### src/rtl/muldiv_sequencer.sv
// Sequential signed multiply (Booth radix-2) and restoring divide, one bit per cycle.
// Drives a single Hi/Lo write pulse on completion and flags divide-by-zero.
module muldiv_sequencer #(
   parameter int DATA_WIDTH = 32
) (
   input  logic                  clk,
   input  logic                  reset,
   input  logic                  start,
   input  logic                  op,
   input  logic [DATA_WIDTH-1:0] operand_a,
   input  logic [DATA_WIDTH-1:0] operand_b,
   output logic                  busy,
   output logic                  done,
   output logic                  div_zero,
   output logic                  hilo_write,
   output logic [DATA_WIDTH-1:0] hi_result,
   output logic [DATA_WIDTH-1:0] lo_result
);
   localparam int W  = DATA_WIDTH;
   localparam int CW = $clog2(W) + 1;
   localparam logic [CW-1:0] CNT_INIT = CW'(W);
   localparam logic [CW-1:0] CNT_LAST = CW'(1);

   typedef enum logic [1:0] {IDLE, RUN, FINISH, DZERO} state_t;

   state_t          state_q, state_d;
   logic            op_q, op_d;
   logic [CW-1:0]   cnt_q, cnt_d;
   logic [W-1:0]    mcand_q, mcand_d;     // multiplicand, or |divisor|
   logic [W:0]      acc_q, acc_d;         // Booth accumulator, or remainder
   logic [W-1:0]    mplier_q, mplier_d;   // multiplier, or dividend/quotient
   logic            qm1_q, qm1_d;
   logic            qneg_q, qneg_d;
   logic            rneg_q, rneg_d;
   logic [W-1:0]    hi_q, hi_d;
   logic [W-1:0]    lo_q, lo_d;

   logic [W:0]      mcand_ext, booth_sum, shifted, diff, step_acc;
   logic [W-1:0]    step_low, a_mag, b_mag;
   logic            step_qm1;

   // One iteration of whichever datapath is active.
   always_comb begin
      mcand_ext = {mcand_q[W-1], mcand_q};
      booth_sum = acc_q;
      shifted   = {acc_q[W-1:0], mplier_q[W-1]};
      diff      = shifted - {1'b0, mcand_q};
      step_acc  = acc_q;
      step_low  = mplier_q;
      step_qm1  = qm1_q;
      if (!op_q) begin
         case ({mplier_q[0], qm1_q})
            2'b01:   booth_sum = acc_q + mcand_ext;
            2'b10:   booth_sum = acc_q - mcand_ext;
            default: booth_sum = acc_q;
         endcase
         step_acc = {booth_sum[W], booth_sum[W:1]};
         step_low = {booth_sum[0], mplier_q[W-1:1]};
         step_qm1 = mplier_q[0];
      end else if (!diff[W]) begin
         step_acc = {1'b0, diff[W-1:0]};
         step_low = {mplier_q[W-2:0], 1'b1};
      end else begin
         step_acc = {1'b0, shifted[W-1:0]};
         step_low = {mplier_q[W-2:0], 1'b0};
      end
   end

   always_comb begin
      a_mag    = operand_a[W-1] ? -operand_a : operand_a;
      b_mag    = operand_b[W-1] ? -operand_b : operand_b;
      state_d  = state_q;
      op_d     = op_q;
      cnt_d    = cnt_q;
      mcand_d  = mcand_q;
      acc_d    = acc_q;
      mplier_d = mplier_q;
      qm1_d    = qm1_q;
      qneg_d   = qneg_q;
      rneg_d   = rneg_q;
      hi_d     = hi_q;
      lo_d     = lo_q;
      case (state_q)
         IDLE: begin
            if (start) begin
               op_d  = op;
               cnt_d = CNT_INIT;
               acc_d = '0;
               qm1_d = 1'b0;
               if (op) begin
                  mcand_d  = b_mag;
                  mplier_d = a_mag;
                  qneg_d   = operand_a[W-1] ^ operand_b[W-1];
                  rneg_d   = operand_a[W-1];
                  state_d  = (operand_b == '0) ? DZERO : RUN;
               end else begin
                  mcand_d  = operand_a;
                  mplier_d = operand_b;
                  state_d  = RUN;
               end
            end
         end
         RUN: begin
            acc_d    = step_acc;
            mplier_d = step_low;
            qm1_d    = step_qm1;
            cnt_d    = cnt_q - 1'b1;
            if (cnt_q == CNT_LAST) begin
               state_d = FINISH;
               // Divide sign fix lands directly in the result registers.
               if (op_q) begin
                  hi_d = rneg_q ? -step_acc[W-1:0] : step_acc[W-1:0];
                  lo_d = qneg_q ? -step_low : step_low;
               end else begin
                  hi_d = step_acc[W-1:0];
                  lo_d = step_low;
               end
            end
         end
         FINISH:  state_d = IDLE;
         DZERO:   state_d = IDLE;
         default: state_d = IDLE;
      endcase
   end

   always_ff @(posedge clk) begin
      if (reset) begin
         state_q  <= IDLE;
         op_q     <= 1'b0;
         cnt_q    <= '0;
         mcand_q  <= '0;
         acc_q    <= '0;
         mplier_q <= '0;
         qm1_q    <= 1'b0;
         qneg_q   <= 1'b0;
         rneg_q   <= 1'b0;
         hi_q     <= '0;
         lo_q     <= '0;
      end else begin
         state_q  <= state_d;
         op_q     <= op_d;
         cnt_q    <= cnt_d;
         mcand_q  <= mcand_d;
         acc_q    <= acc_d;
         mplier_q <= mplier_d;
         qm1_q    <= qm1_d;
         qneg_q   <= qneg_d;
         rneg_q   <= rneg_d;
         hi_q     <= hi_d;
         lo_q     <= lo_d;
      end
   end

   assign busy       = (state_q != IDLE);
   assign done       = (state_q == FINISH) || (state_q == DZERO);
   assign div_zero   = (state_q == DZERO);
   assign hilo_write = (state_q == FINISH);
   assign hi_result  = hi_q;
   assign lo_result  = lo_q;
endmodule

### config.mk
export PLATFORM = sky130hd
export DESIGN_NAME = muldiv_sequencer
export DESIGN_NICKNAME = d
export VERILOG_FILES = /design/src/rtl/muldiv_sequencer.sv
export SDC_FILE = /design/constraint.sdc
export NUM_CORES = 1
export LEC_CHECK = 0
export ABC_AREA = 1
export CORE_MARGIN = 8
export CORE_UTILIZATION = 50
export DETAILED_ROUTE_END_ITERATION = 12
export PLACE_DENSITY = 0.75
export SLEW_MARGIN = 25
export SYNTH_ARGS = -nofsm -noshare
export SYNTH_HDL_FRONTEND = slang
export SYNTH_SLANG_ARGS = --single-unit
### constraint.sdc
create_clock -name clk -period 12 [get_ports clk]
set_input_delay 2.4 -clock clk [delete_from_list [all_inputs] [get_ports clk]]
set_output_delay 2.4 -clock clk [all_outputs]
set_load 0.05 [all_outputs]
Word-level counts from Yosys, hierarchy flattened
Index checks and enable logic that the tools add are counted.

Register bits: 173. Output and inout bits: 68. Input bits: 68. Logic and storage cells: 68.

Multiplexer cells: 27. Bitwise gates (word level): 1. $add $sub $neg: 8. Reductions and logical operators: 12. Equality and inequality tests: 9.

Operators by type and width (count): $mux 32 (11); $pmux 33 s2 (2); $neg 32->32 (4); $mux 33 (2); $pmux 32 s2 (1); $add 33x33->33 (1); $sub 33x32->33 (1); $sub 33x33->33 (1); $logic_not 32->1 (1); $pmux 6 s2 (1); $mux 2 (4); $reduce_and 2->1 (4); $eq 2x2->1 const B (3); $eq 6x1->1 const B (1); $mux 6 (1); $ne 2x2->1 const B (3); $pmux 2 s3 (1); $reduce_and 3->1 (2); $sub 6x1->6 const B (1); $eq 2x1->1 const B (2); $reduce_bool 2->1 (2); $mux 1 (3); $logic_not 2->1 (1); $pmux 1 s2 (1); 3 further kinds (3).

Depth between registers and ports, before layout
Gate-level depths: netlist (run 1).

Depth after elaboration: 6. Depth in mapped cells: 36. Depth with buffers taken out: 36.

Worst setup path before layout (run 1)
OpenSTA, ideal clock, no wires.

Path type: input to register. Start point: input operand_a[0]. End point: register mplier_q[30]. Setup slack: 7.533 ns. Setup time: 0.132 ns. Stages on the path: 14. Required time: 11.868 ns. Arrival time: 4.334 ns. Path through: inv_1 ha_1 nand3_1 nor3_1 nand3_1 inv_1 nand3_1 nor3_1 a31oi_1 a21oi_1 o21ai_0 xor2_1 o21ai_0 a21oi_1.

Cells in the longest elaborated chain, start to end: 5.

Ends and longest elaborated chain: start, declared (line 10) `input logic [DATA_WIDTH-1:0] operand_a,`; $neg 32->32 (line 70) `a_mag = operand_a[W-1] ? -operand_a : operand_a;`; $mux 32 (line 70); $mux 32 (line 90) `if (op) begin`; $mux 32 (line 85) `if (start) begin`; $pmux 32 s2 (line 83) `case (state_q)`; end signal, assigned (line 145) `mplier_q <= mplier_d;`; end, declared (line 31) `logic [W-1:0] mplier_q, mplier_d;`.

No other way between the ends. The select of a mux whose other input is x is not followed. A chain may end at the register's enable or synchronous reset.

Worst setup path after layout (run 1)
Start point: register mcand_q[1]. End point: register hi_q[30] (netlist: hi_result[30]).

Cells in the longest elaborated chain, start to end: 6. Elaborated cells between the ends (all ways): 9. Classes of those cells: add/sub: 4; mux: 5.

Ends and longest elaborated chain: start, declared (line 29) `logic [W-1:0] mcand_q, mcand_d;`; start signal, assigned (line 143) `mcand_q <= mcand_d;`; $sub 33x33->33 (tied with other cells) (line 54) `2'b10: booth_sum = acc_q - mcand_ext;`; $pmux 33 s2 or $mux 32 (tied branches) (line 52, 60); $mux 33 * (line 51) `if (!op_q) begin`; $neg 32->32 (line 112) `hi_d = rneg_q ? -step_acc[W-1:0] : step_acc[W-1:0];`; $mux 32 (line 112); $mux 32 * (line 111) `if (op_q) begin`; end signal, assigned (line 149) `hi_q <= hi_d;`; end, declared (line 35) `logic [W-1:0] hi_q, hi_d;`.

Mark *: on every way between the ends. The rest lies on a longest branch, timed or not.

==> metrics.md, run 1 <==
| Metric | Value |
|---|---|
| Critical Path Max Stage Delay | 0.46 ns |
| Non-filler cells, final | 3427 |
| Post-CTS setup repair buffer count | 0 |
| Initial DRC count | 2104 |
| Clock transition at path regs | 0.07 ns |
| Synth area leader | dfxtp_1 |
| Max VDD drop | 0.2129 mV |
| WHS Path Cells | 2 |
| Total die area | 39880 um^2 |
| CP Max Fanout | 6 |
| Setup_tns | 0 ns |
| Worst skew pair latency | 0.46 ns |
| Worst hold path type | flip-flop to flip-flop |
| CP delay by family, top | simple AND/OR/NAND/NOR gates |
| Register area share after synthesis | 0.2052 |
| Cell depth of the worst setup path | 36 |
| Num Clock Sinks | 173 |
| Flops & latches, synth | 173 |
| Area Overhead vs Synth | 12.92% |
| Setup violators final | 0 |
| Num CTS Buffers | 17 |
| Fmax | 0.1827 GHz |
| Die width | 199.7 um |
| FFs w/ async S/R, synth | 0 |
| Initial antenna violation count | 1 |
| H-tree levels | 4 |
| Worst-Margin Slew | 1.010 ns |
| Max Cap Viol | 0 |
| Number of buffers added on ports | 135 |
| Final Power | 6.417 mW |
| Reg2reg setup slack | 6.53 ns |
| Critical path startpoint category | flip-flop |
| I/O pin count | 136 |
| PD cells | 336.8 nW/um^2 |
| Leading cell types by total area after synthesis | dfxtp_1 21%, nand2_1 17%, inv_1 8.2%, a21oi_1 7.1%, nor2_1 7.0% |
| Pre-CTS setup slack | 6.478 ns |
| Rows | 67 |
| Vias | 20120 |
| Status | completed |
| Clock skew | 0.01099 ns |
| Mapped cell area | 16870 um^2 |
| Detailed Routing Iterations Pass 1 | 6 |
| Clock buffer depth | 2 |
| Register area | 3467 um^2 |
| Routed WL | 69490 um |
| CORE AREA | 33360 um^2 |
| Synth Flop Type | dfxtp_1 |
| Top cell type's share of synthesized area | 0.2052 |
| Required time worst endpoint | 12.39 ns |
| Worst Setup End Kind | flip-flop |
| Syn_nets | 3049 |
| GP Congestion | 1.135 |
| Share of cells above drive strength 1 | 0.04431 |
| Min Tclk post-route | 5.474 ns |
| RSZ-0062 raised after global routing | false |
| Detail Placement HPWL | 55470 um |
| Worst path bufs/invs | 1 |
| CP max stage cell | nor3_1 |
| Area taken by multi-input logic gates | 11560 um^2 |
| FF-to-FF Start | mcand_q[1] |
| Placed insts | 3395 |
| Critical path type | flip-flop to flip-flop |
| Residual DRC | 0 |
| Worst setup margin | 6.526 ns |
| Crit Reg-Reg Endpoint | hi_result[30] |
| Final hold vios | 0 |
| Resize count post-CTS | 0 |
| Drt via density | 5.870 |
| Vias in the first global route | 19250 |
| First-pass GRT wire length | 106900 um |
| TritonCTS clock tree | done |
| Reg2Reg Depth | 36 |
| Rel. slew slack | 0.3246 |
| Synth Instances | 2907 |
| Fill count | 3438 |
| Number of synthesized flops with an enable pin | 0 |
| Crit path to | hi_result[30] |
| Initial Utilization | 0.5057 |
| ANT nets after route | 0 |
| Final worst-path cycle share | 0.4562 |
| Gr ovfl total | 0 |
| Crit path from | mcand_q[1] |
| Critical path's most frequent cell | nand2_1 |
| GRT Total Usage | 0.3459 |
| Synth cell types | 56 |
| Slew Viols, Final | 0 |
| Avg Cell Area, Syn | 5.805 um^2 |
| Largest net degree at the start of global routing | 108 |
| Pleak | 8.889 nW |
| Ys Warns | 0 |
| Chip height | 199.7 um |
| Cts hold-fix bufs | 0 |
| Ant. Diodes | 0 |
| Wirelength per Cell | 20.28 um |
| Arrival time worst endpoint | 5.86 ns |
| NumNets Final | 3108 |
| Clk root buf | clkbuf_16 |
report_power, final:
part	total (mW)	switching (mW)	internal, mW	leakage, nW
logic	4.98	3.54	1.43	7.20
clock network	0.560	0.278	0.282	0.282
registers	0.880	0.158	0.722	1.41
total	6.42	3.98	2.44	8.89
kinds of logic after synthesis:
group | synth area share
adders and majority gates | 0.05576
xor gates and xnor gates | 0.04983
AOI/OAI and AO/OA | 0.2061
muxes | 0.001186
and+or+nand+nor | 0.3709
buffers and inverters | 0.1109
DFF | 0.2052
cell type report:
class	instances	share of cell area
multi-input cells	2246	0.6067
repair buffers	151	0.07670
flip-flops and latches	173	0.1820
inverters	377	0.07427
clock buffers	18	0.02305
well taps	448	0.02942
clock inverters	14	0.007880
cell usage after synthesis, drive strengths merged (39+ instances only):
cell type  number
nand2         794
inv           376
nor2          327
a21oi         243
nand3         215
o21ai         202
dfxtp         173
clkbuf         82
ha             72
xor2           67
nor3           53
a31oi          43
nand4          39
metrics by stage:
step / area [um^2] / util / hold WS, ns
floorplan: 16870 / - / 0.4496
global placement: 18460 / 0.5533 / 0.4574
detailed placement: 18470 / 0.5534 / 0.4724
CTS: 19050 / 0.5711 / 0.4829
global route: 19050 / 0.5711 / 0.5096
finish: 19050 / 0.5711 / 0.4798
metal layers:
metal | part of all wire | wire, um | GRT usage | up-vias
li1 | - | - | - | 9700
met1 | 0.39 | 27010 | 0.4054 | 9232
met2 | 0.45 | 31600 | 0.5712 | 926
met3 | 0.073 | 5068 | 0.04699 | 260
met4 | 0.084 | 5807 | 0.2599 | 0
met5 | 0 | 0 | 0 | -
placed cells by master (no fill, tap or decap), types with 7 or more instances in the layout:
| master | synthesis | layout |
|---|---|---|
| nor4_1 | 11 | 11 |
| nand2_4 | 7 | 7 |
| o221ai_1 | 18 | 18 |
| nor3_1 | 51 | 51 |
| a31oi_1 | 43 | 43 |
| a21oi_1 | 239 | 239 |
| buf_4 | 1 | 16 |
| nand2_2 | 21 | 23 |
| nand3b_1 | 9 | 9 |
| xnor2_1 | 29 | 29 |
| o21a_1 | 16 | 16 |
| nand3_1 | 206 | 206 |
| nand4_1 | 39 | 39 |
| nor2_1 | 316 | 313 |
| inv_2 | 8 | 9 |
| nand2_1 | 766 | 764 |
| o21bai_1 | 10 | 10 |
| o21ai_1 | 10 | 10 |
| ha_1 | 72 | 72 |
| nand3_2 | 8 | 8 |
| o211ai_1 | 35 | 35 |
| xor2_1 | 67 | 67 |
| dfxtp_1 | 173 | 172 |
| or2_2 | 11 | 11 |
| nor2_2 | 7 | 8 |
| clkbuf_16 | 0 | 17 |
| clkdlybuf4s50_1 | 0 | 133 |
| o32ai_1 | 23 | 23 |
| inv_1 | 368 | 367 |
| o21ai_0 | 191 | 191 |
worst min path at each step:
stage                 start            to  slack, ns
3_3_place_gp          qm1_q         qm1_q       0.46
6_report       hi_result[1]  hi_result[1]       0.48
5_1_grt           acc_q[32]     acc_q[32]       0.51
4_1_cts               qm1_q         qm1_q       0.48
2_1_floorplan         qm1_q         qm1_q       0.45
3_5_place_dp   hi_result[1]  hi_result[1]       0.47
worst reg2reg max path: cells and delay by family (launching register included):
family / cells / cell delay [ns]
adders and majority gates: 1 / 0.40
buffers and inverters: 1 / 0.17
AOI/OAI and AO/OA: 2 / 0.32
xor gates and xnor gates: 1 / 0.08
DFF: 1 / 0.33
and+or+nand+nor: 31 / 4.13
state kept, by name, indices dropped and copies added, names as in the netlist:
name       count
acc_q         33
hi_result     32
lo_result     32
mcand_q       32
mplier_q      32
cnt_q          6
state_q        2
op_q           1
qm1_q          1
qneg_q         1
rneg_q         1
(Power assumes the default switching activity.)
==> run 2: changes to the inputs <==
PLACE_DENSITY = 0.78   (was 0.75)
clock period = 4.8 ns   (was 12 ns; I/O delays follow)
==> run 2 against run 1 <==
Effect of this change:
- clock skew increased by 0.0059 ns
- die area unchanged
- power increased to 2.8 times the previous value
==> metrics.md, run 2 (synthesis results as in run 1) <==
| Metric | Value |
|---|---|
| GP Congestion | 1.095 (-3.5%) |
| Setup violators final | 0 (unchanged) |
| Status | completed |
| First-pass GRT wire length | 108000 um (+1.0%) |
| Worst Setup End Kind | flip-flop |
| Share of cells above drive strength 1 | 0.1358 (+0.09146) |
| Area Overhead vs Synth | 23.58% |
| Critical path's most frequent cell | nand3_2 |
| Max Cap Viol | 0 (unchanged) |
| Rel. slew slack | 0.3194 (-0.005201) |
| Pre-CTS setup slack | -0.1171 ns (-6.595 ns) |
| I/O pin count | 136 (unchanged) |
| Worst setup margin | 0.08798 ns (-6.438 ns) |
| Final hold vios | 0 (unchanged) |
| NumNets Final | 3252 (+4.6%) |
| Critical Path Max Stage Delay | 0.33 ns (-0.13 ns) |
| Ant. Diodes | 0 (unchanged) |
| Vias | 20830 (+3.5%) |
| Initial antenna violation count | 0 (-1) |
| Worst-Margin Slew | 1.020 ns (+0.009843 ns) |
| Num CTS Buffers | 17 (unchanged) |
| Required time worst endpoint | 5.18 ns (-7.21 ns) |
| CORE AREA | 33360 um^2 (unchanged) |
| Initial DRC count | 2424 (+15%) |
| Most frequent cells in the layout | 730 x nand2_1, 357 x inv_1, 281 x nor2_1 |
| Rows | 67 (unchanged) |
| Slew Viols, Final | 0 (unchanged) |
| Die width | 199.7 um (unchanged) |
| Pleak | 9.759 nW (+9.8%) |
| Clock skew | 0.01685 ns (+0.005859 ns) |
| Vias in the first global route | 19370 (+0.60%) |
| Reg2reg setup slack | 0.09 ns (-6.44 ns) |
| Final worst-path cycle share | 0.9817 (+0.5255) |
| Max VDD drop | 0.7254 mV (+240%) |
| Detail Placement HPWL | 56720 um (+2.2%) |
| RSZ-0062 raised after global routing | true |
| Commonest non-fill, non-tap cell in the layout | nand2_1 |
| Fmax | 0.2122 GHz (+16%) |
| Clock buffer depth | 2 (unchanged) |
| Wirelength per Cell | 20.14 um (-0.69%) |
| Crit path from | mcand_q[2] |
| H-tree levels | 4 (unchanged) |
| Initial Utilization | 0.5057 (unchanged) |
| Arrival time worst endpoint | 5.10 ns (-0.76 ns) |
| GRT Total Usage | 0.3512 (+0.005357) |
| Largest register FFs | 33 (unchanged) |
| Gr ovfl total | 0 (unchanged) |
| Chip height | 199.7 um (unchanged) |
| CP Max Fanout | 3 (-3) |
| Clk root buf | clkbuf_16 |
| FF-to-FF Start | mcand_q[2] |
| Clock transition at path regs | 0.07 ns (about the same) |
| Largest net degree at the start of global routing | 107 (-0.93%) |
| Worst skew pair latency | 0.46 ns (about the same) |
| Num Clock Sinks | 173 (unchanged) |
| ANT nets after route | 0 (unchanged) |
| Drt via density | 5.834 (-0.63%) |
| Number of buffers added on ports | 135 (unchanged) |
| Worst hold path type | flip-flop to flip-flop |
| Total die area | 39880 um^2 (unchanged) |
| TritonCTS clock tree | done |
| HP Start | hi_result[1] |
| Residual DRC | 0 (unchanged) |
| Largest Register | acc_q |
| Detailed Routing Iterations Pass 1 | 6 (unchanged) |
| Cts hold-fix bufs | 0 (unchanged) |
| Min Tclk post-route | 4.712 ns (-0.7624 ns) |
| Critical path type | flip-flop to flip-flop |
| Routed WL | 71910 um (+3.5%) |
| Final Power | 18.17 mW (+180%) |
| PD cells | 871.6 nW/um^2 (+160%) |
| Critical path startpoint category | flip-flop |
| CP max stage cell | dfxtp_1 |
[run 2: changes by cell type in the layout (fill, tap and decap cells not counted), sizes merged]
cell / before / now
clkbuf: 18 / 20
buf: 18 / 162
clkinvlp: 2 / 1
bufinv: 0 / 1
clkinv: 7 / 5
[run 2: per-stage QoR]
step / instance area (um^2) / instances / util / TNS, ns / hold slack, ns
2_1_floorplan: 16870 / 2907 / - / 0 / 0.4496
3_3_place_gp: 19410 / 3521 / 0.5816 / -0.09365 / 0.4561
3_5_place_dp: 19410 / 3521 / 0.5816 / -0.3932 / 0.4780
4_1_cts: 20020 / 3553 / 0.6000 / 0 / 0.4893
5_1_grt: 20850 / 3571 / 0.6250 / -1.724 / 0.5077
6_report: 20850 / 3571 / 0.6250 / 0 / 0.4849
[run 2: worst paths after layout]
kind	to	cells after the start
max	hi_result[31]	33
min	hi_result[1]	2
max reg2reg	hi_result[31]	33
min reg2reg	hi_result[1]	2
[run 2: critical path, delay by kind of cell (launching register included)]
kind            cells  cell delay, ns
buf+inv             6            0.52
compound gates      4            0.57
simple gates       21            2.60
flops               1            0.33
fa+ha+maj           1            0.30
xor+xnor            1            0.30
[run 2: final cells by class]
cell class	instances	area (um^2)
Fill cell	3334	12510
Timing Repair Buffer	295	2550
Tap cell	448	560.5
Clock buffer	20	466.7
Sequential cell	173	3475
Inverter	377	1420
Clock inverter	12	126.4
Multi-Input combinational cell	2246	12250
[run 2: routing by layer]
metal,track usage,share of wire,vias up
met5,0,0,-
met4,0.2428,0.079,0
met3,0.04833,0.073,220
met2,0.5835,0.46,1081
met1,0.4165,0.39,9541
li1,-,-,9990
[run 2: timing repair]
| item | 4_1_cts | 5_1_grt |
|---|---|---|
| setup buffers | 0 | 18 |
| gates resized for setup | 4 | 203 |
| pin swaps | 0 | 63 |
| endpoints found under the setup margin | 8 | 31 |
[run 2: power breakdown]
part / total [mW] / switching [mW] / internal [mW]
clock: 1.43 / 0.663 / 0.771
combinational: 14.5 / 9.79 / 4.76
sequential: 2.19 / 0.382 / 1.81
total: 18.2 / 10.8 / 7.34
==> run 3: changes to the inputs <==
ABC_AREA = default   (was 1)
DONT_BUFFER_PORTS = 1   (was default)
PLACE_DENSITY = 0.73   (was 0.78)
TNS_END_PERCENT = 30   (was default)
==> run 3 against run 2 <==
Effect of this change:
- the run now ends with setup timing left
- die area shrank 7.0%
- cell area decreased by 6.8%
- critical path depth shrank 14
- largest cell class unchanged
==> metrics.md, run 3 <==
| Metric | Value |
|---|---|
| Area Overhead vs Synth | 24.74% |
| Synth area leader | dfxtp_1 |
| Syn_nets | 2311 (-24%) |
| Fmax | 0.1958 GHz (-7.8%) |
| Status | complete, but fails checks |
| CORE AREA | 30670 um^2 (-8.1%) |
| PD cells | 318.1 nW/um^2 (-64%) |
| Worst skew pair latency | 0.46 ns (about the same) |
| Largest Register | acc_q |
| Ys Warns | 0 (unchanged) |
| Chip height | 192.6 um (-3.6%) |
| Post-DP Area | 18110 um^2 (-6.7%) |
| Reg2reg setup slack | -0.31 ns (-0.40 ns) |
| Crit path from | mcand_q[6] |
| Die width | 192.6 um (-3.6%) |
| Leading cell types by total area after synthesis | dfxtp_1 22%, nor2_1 6.8%, a21oi_1 6.8%, ha_1 5.8%, xor2_1 5.4% |
| Largest register FFs | 33 (unchanged) |
| Drt via density | 6.411 (+9.9%) |
| Largest net degree at the start of global routing | 171 (+60%) |
| Commonest non-fill, non-tap cell in the layout | buf_4 |
| Share of cells above drive strength 1 | 0.2178 (+0.08208) |
| Flops & latches, synth | 173 (unchanged) |
| Critical path's most frequent cell | buf_6 |
| Pleak | 7.652 nW (-22%) |
| Initial Utilization | 0.5082 (+0.002422) |
| Arrival time worst endpoint | 5.49 ns (+0.39 ns) |
| Synth Instances | 2169 (-25%) |
| Failing checks | setup timing |
| Rel. slew slack | 0.3744 (+0.05500) |
| Clk root buf | clkbuf_16 |
| Number of buffers added on ports | 0 (-100%) |
| Register area share after synthesis | 0.2222 (+0.01697) |
| H-tree levels | 4 (unchanged) |
| Worst Setup End Kind | flip-flop |
| Setup violators final | 13 (+13) |
| Residual DRC | 0 (unchanged) |
| RSZ-0062 raised after global routing | true |
| Detailed Routing Iterations Pass 1 | 6 (unchanged) |
| NumNets Final | 2539 (-22%) |
| Placed insts | 2748 (-22%) |
| Avg Cell Area, Syn | 7.185 um^2 (+24%) |
| Required time worst endpoint | 5.18 ns (about the same) |
| First-pass GRT wire length | 94790 um (-12%) |
| Top-count cell post-synth | nor2_1 |
| CP delay by family, top | simple AND/OR/NAND/NOR gates |
| Gr ovfl total | 0 (unchanged) |
| GP Congestion | 1.002 (-8.5%) |
| Post-Route Utilization | 0.6339 (+0.008903) |
| Rows | 64 (-4.5%) |
| Mapped cell area | 15580 um^2 (-7.6%) |
| Clock buffer depth | 2 (unchanged) |
| Worst setup margin | -0.3084 ns (-0.3963 ns) |
| Most frequent cells in the layout | 346 x buf_4, 279 x nor2_1, 202 x nand2_1 |
| Wirelength per Cell | 22.44 um (+11%) |
| ANT nets after route | 0 (unchanged) |
| Num CTS Buffers | 17 (unchanged) |
| Number of synthesized flops with an enable pin | 0 (unchanged) |
| Non-filler cells, final | 2806 (-21%) |
| Top cell type's share of synthesized area | 0.2222 (+0.01697) |
| Max Cap Viol | 0 (unchanged) |
| Post-synth top cells | 283 x nor2_1, 211 x a21oi_1, 209 x nand2_1 |
| Routed WL | 62960 um (-12%) |
| I/O pin count | 136 (unchanged) |
| Finished Cell Area | 19440 um^2 (-6.8%) |
| Final hold vios | 0 (unchanged) |
| Vias in the first global route | 17120 (-12%) |
| Clock transition at path regs | 0.09 ns (+0.02 ns) |
| Final worst-path cycle share | 1.064 (+0.08257) |
| Clock skew | 0.01999 ns (+0.003138 ns) |
| Worst path bufs/invs | 5 (-1) |
| Min Tclk post-route | 5.108 ns (+0.3963 ns) |
| Pre-CTS setup slack | -0.5370 ns (-0.4198 ns) |
| FF-to-FF Start | mcand_q[6] |
| Critical path startpoint category | flip-flop |
| Initial DRC count | 1738 (-28%) |
| Cts hold-fix bufs | 0 (unchanged) |
| Critical Path Max Stage Delay | 0.58 ns (+0.25 ns) |
| Synth Flop Type | dfxtp_1 |
| FFs w/ async S/R, synth | 0 (unchanged) |
| Synth cell types | 76 (+36%) |
| Worst-Margin Slew | 0.9365 ns (-0.08330 ns) |
| GRT Total Usage | 0.3272 (-0.02403) |
| HP Start | acc_q[32] |
| Crit-path cells | or4_4 > nor4_4 > and2_4 > buf_6 > nor2_2 > xnor2_1 > ha_1 > buf_6 > buf_4 > or3_4 > a311oi_4 > a31oi_1 > or3_4 > or4b_4 > buf_8 > buf_6 > or4_4 > a31o_1 > a31oi_1 |
| CP max stage cell | or4_4 |
| Max VDD drop | 0.2768 mV (-62%) |
| Initial antenna violation count | 0 (unchanged) |
| Ant. Diodes | 0 (unchanged) |
| CP Max Fanout | 6 (+3) |
| Slew Viols, Final | 0 (unchanged) |
| Critical path type | flip-flop to flip-flop |
| Num Clock Sinks | 173 (unchanged) |
| TritonCTS clock tree | done |
| Vias | 17990 (-14%) |
| Detail Placement HPWL | 48130 um (-15%) |
| Worst hold path type | flip-flop to flip-flop |
| Total die area | 37080 um^2 (-7.0%) |
-- run 3: final timing paths --
check / cells after the start / to
hold reg to reg: 2 / acc_q[32]
hold / removal: 2 / acc_q[32]
setup reg to reg: 19 / hi_result[30]
setup / recovery: 19 / hi_result[30]
-- run 3: cell families (layout without fill, tap and decap cells) --
family,count (synthesis),after routing,synth area share
compound gates,715,715,0.3032
xor+xnor,182,182,0.1023
fa+ha+maj,74,74,0.06037
buf+inv,215,456,0.05307
flops,173,173,0.2222
mux,56,56,0.03733
simple gates,754,754,0.2215
-- run 3: area by class of cell --
| cell class | instances | area [um^2] |
|---|---|---|
| Clock buffer | 17 | 425.4 |
| Clock inverter | 15 | 170.2 |
| Fill cell | 2761 | 11230 |
| Inverter | 66 | 247.7 |
| Multi-Input combinational cell | 1781 | 11870 |
| Sequential cell | 173 | 3472 |
| Tap cell | 396 | 495.5 |
| Timing Repair Buffer | 358 | 2763 |
-- run 3: stage by stage --
step / hold WS (ns) / total power, mW / setup TNS, ns
finish: 0.5223 / 6.183 / -1.511
CTS: 0.5210 / 5.947 / -0.4916
floorplan: 0.4588 / 3.344 / -0.001176
global placement: 0.4747 / 4.435 / -2.337
global route: 0.5451 / 6.457 / -4.987
detailed placement: 0.5018 / 4.477 / -3.429
-- run 3: metal layers --
metal  vias up  wire length (um)  GRT usage
met3       234              4373    0.05656
met4         0              5547     0.2588
met2       835             29460     0.5455
li1       8409                 -          -
met5         -                 0          0
met1      8511             23580     0.3661
-- run 3: power by group --
group          total [mW]  leakage (nW)  switching, mW  internal (mW)
Combinational        3.11          5.96           1.76           1.35
Clock                1.44         0.284          0.742          0.703
Sequential           1.63          1.41          0.119           1.51
-- run 3: what timing repair did --
item | in CTS | in global routing
resized for setup | 26 | 93
pin swaps | 18 | 59
endpoints found under the setup margin | 19 | 25
buffers inserted | 7 | 19
-- run 3: tightest hold or removal path: cells and delay by family (launching register included) --
kind             cells  cell delay (ns)
AND/OR/NAND/NOR      1             0.07
AO/OA/AOI/OAI        1             0.07
flip-flops           1             0.35
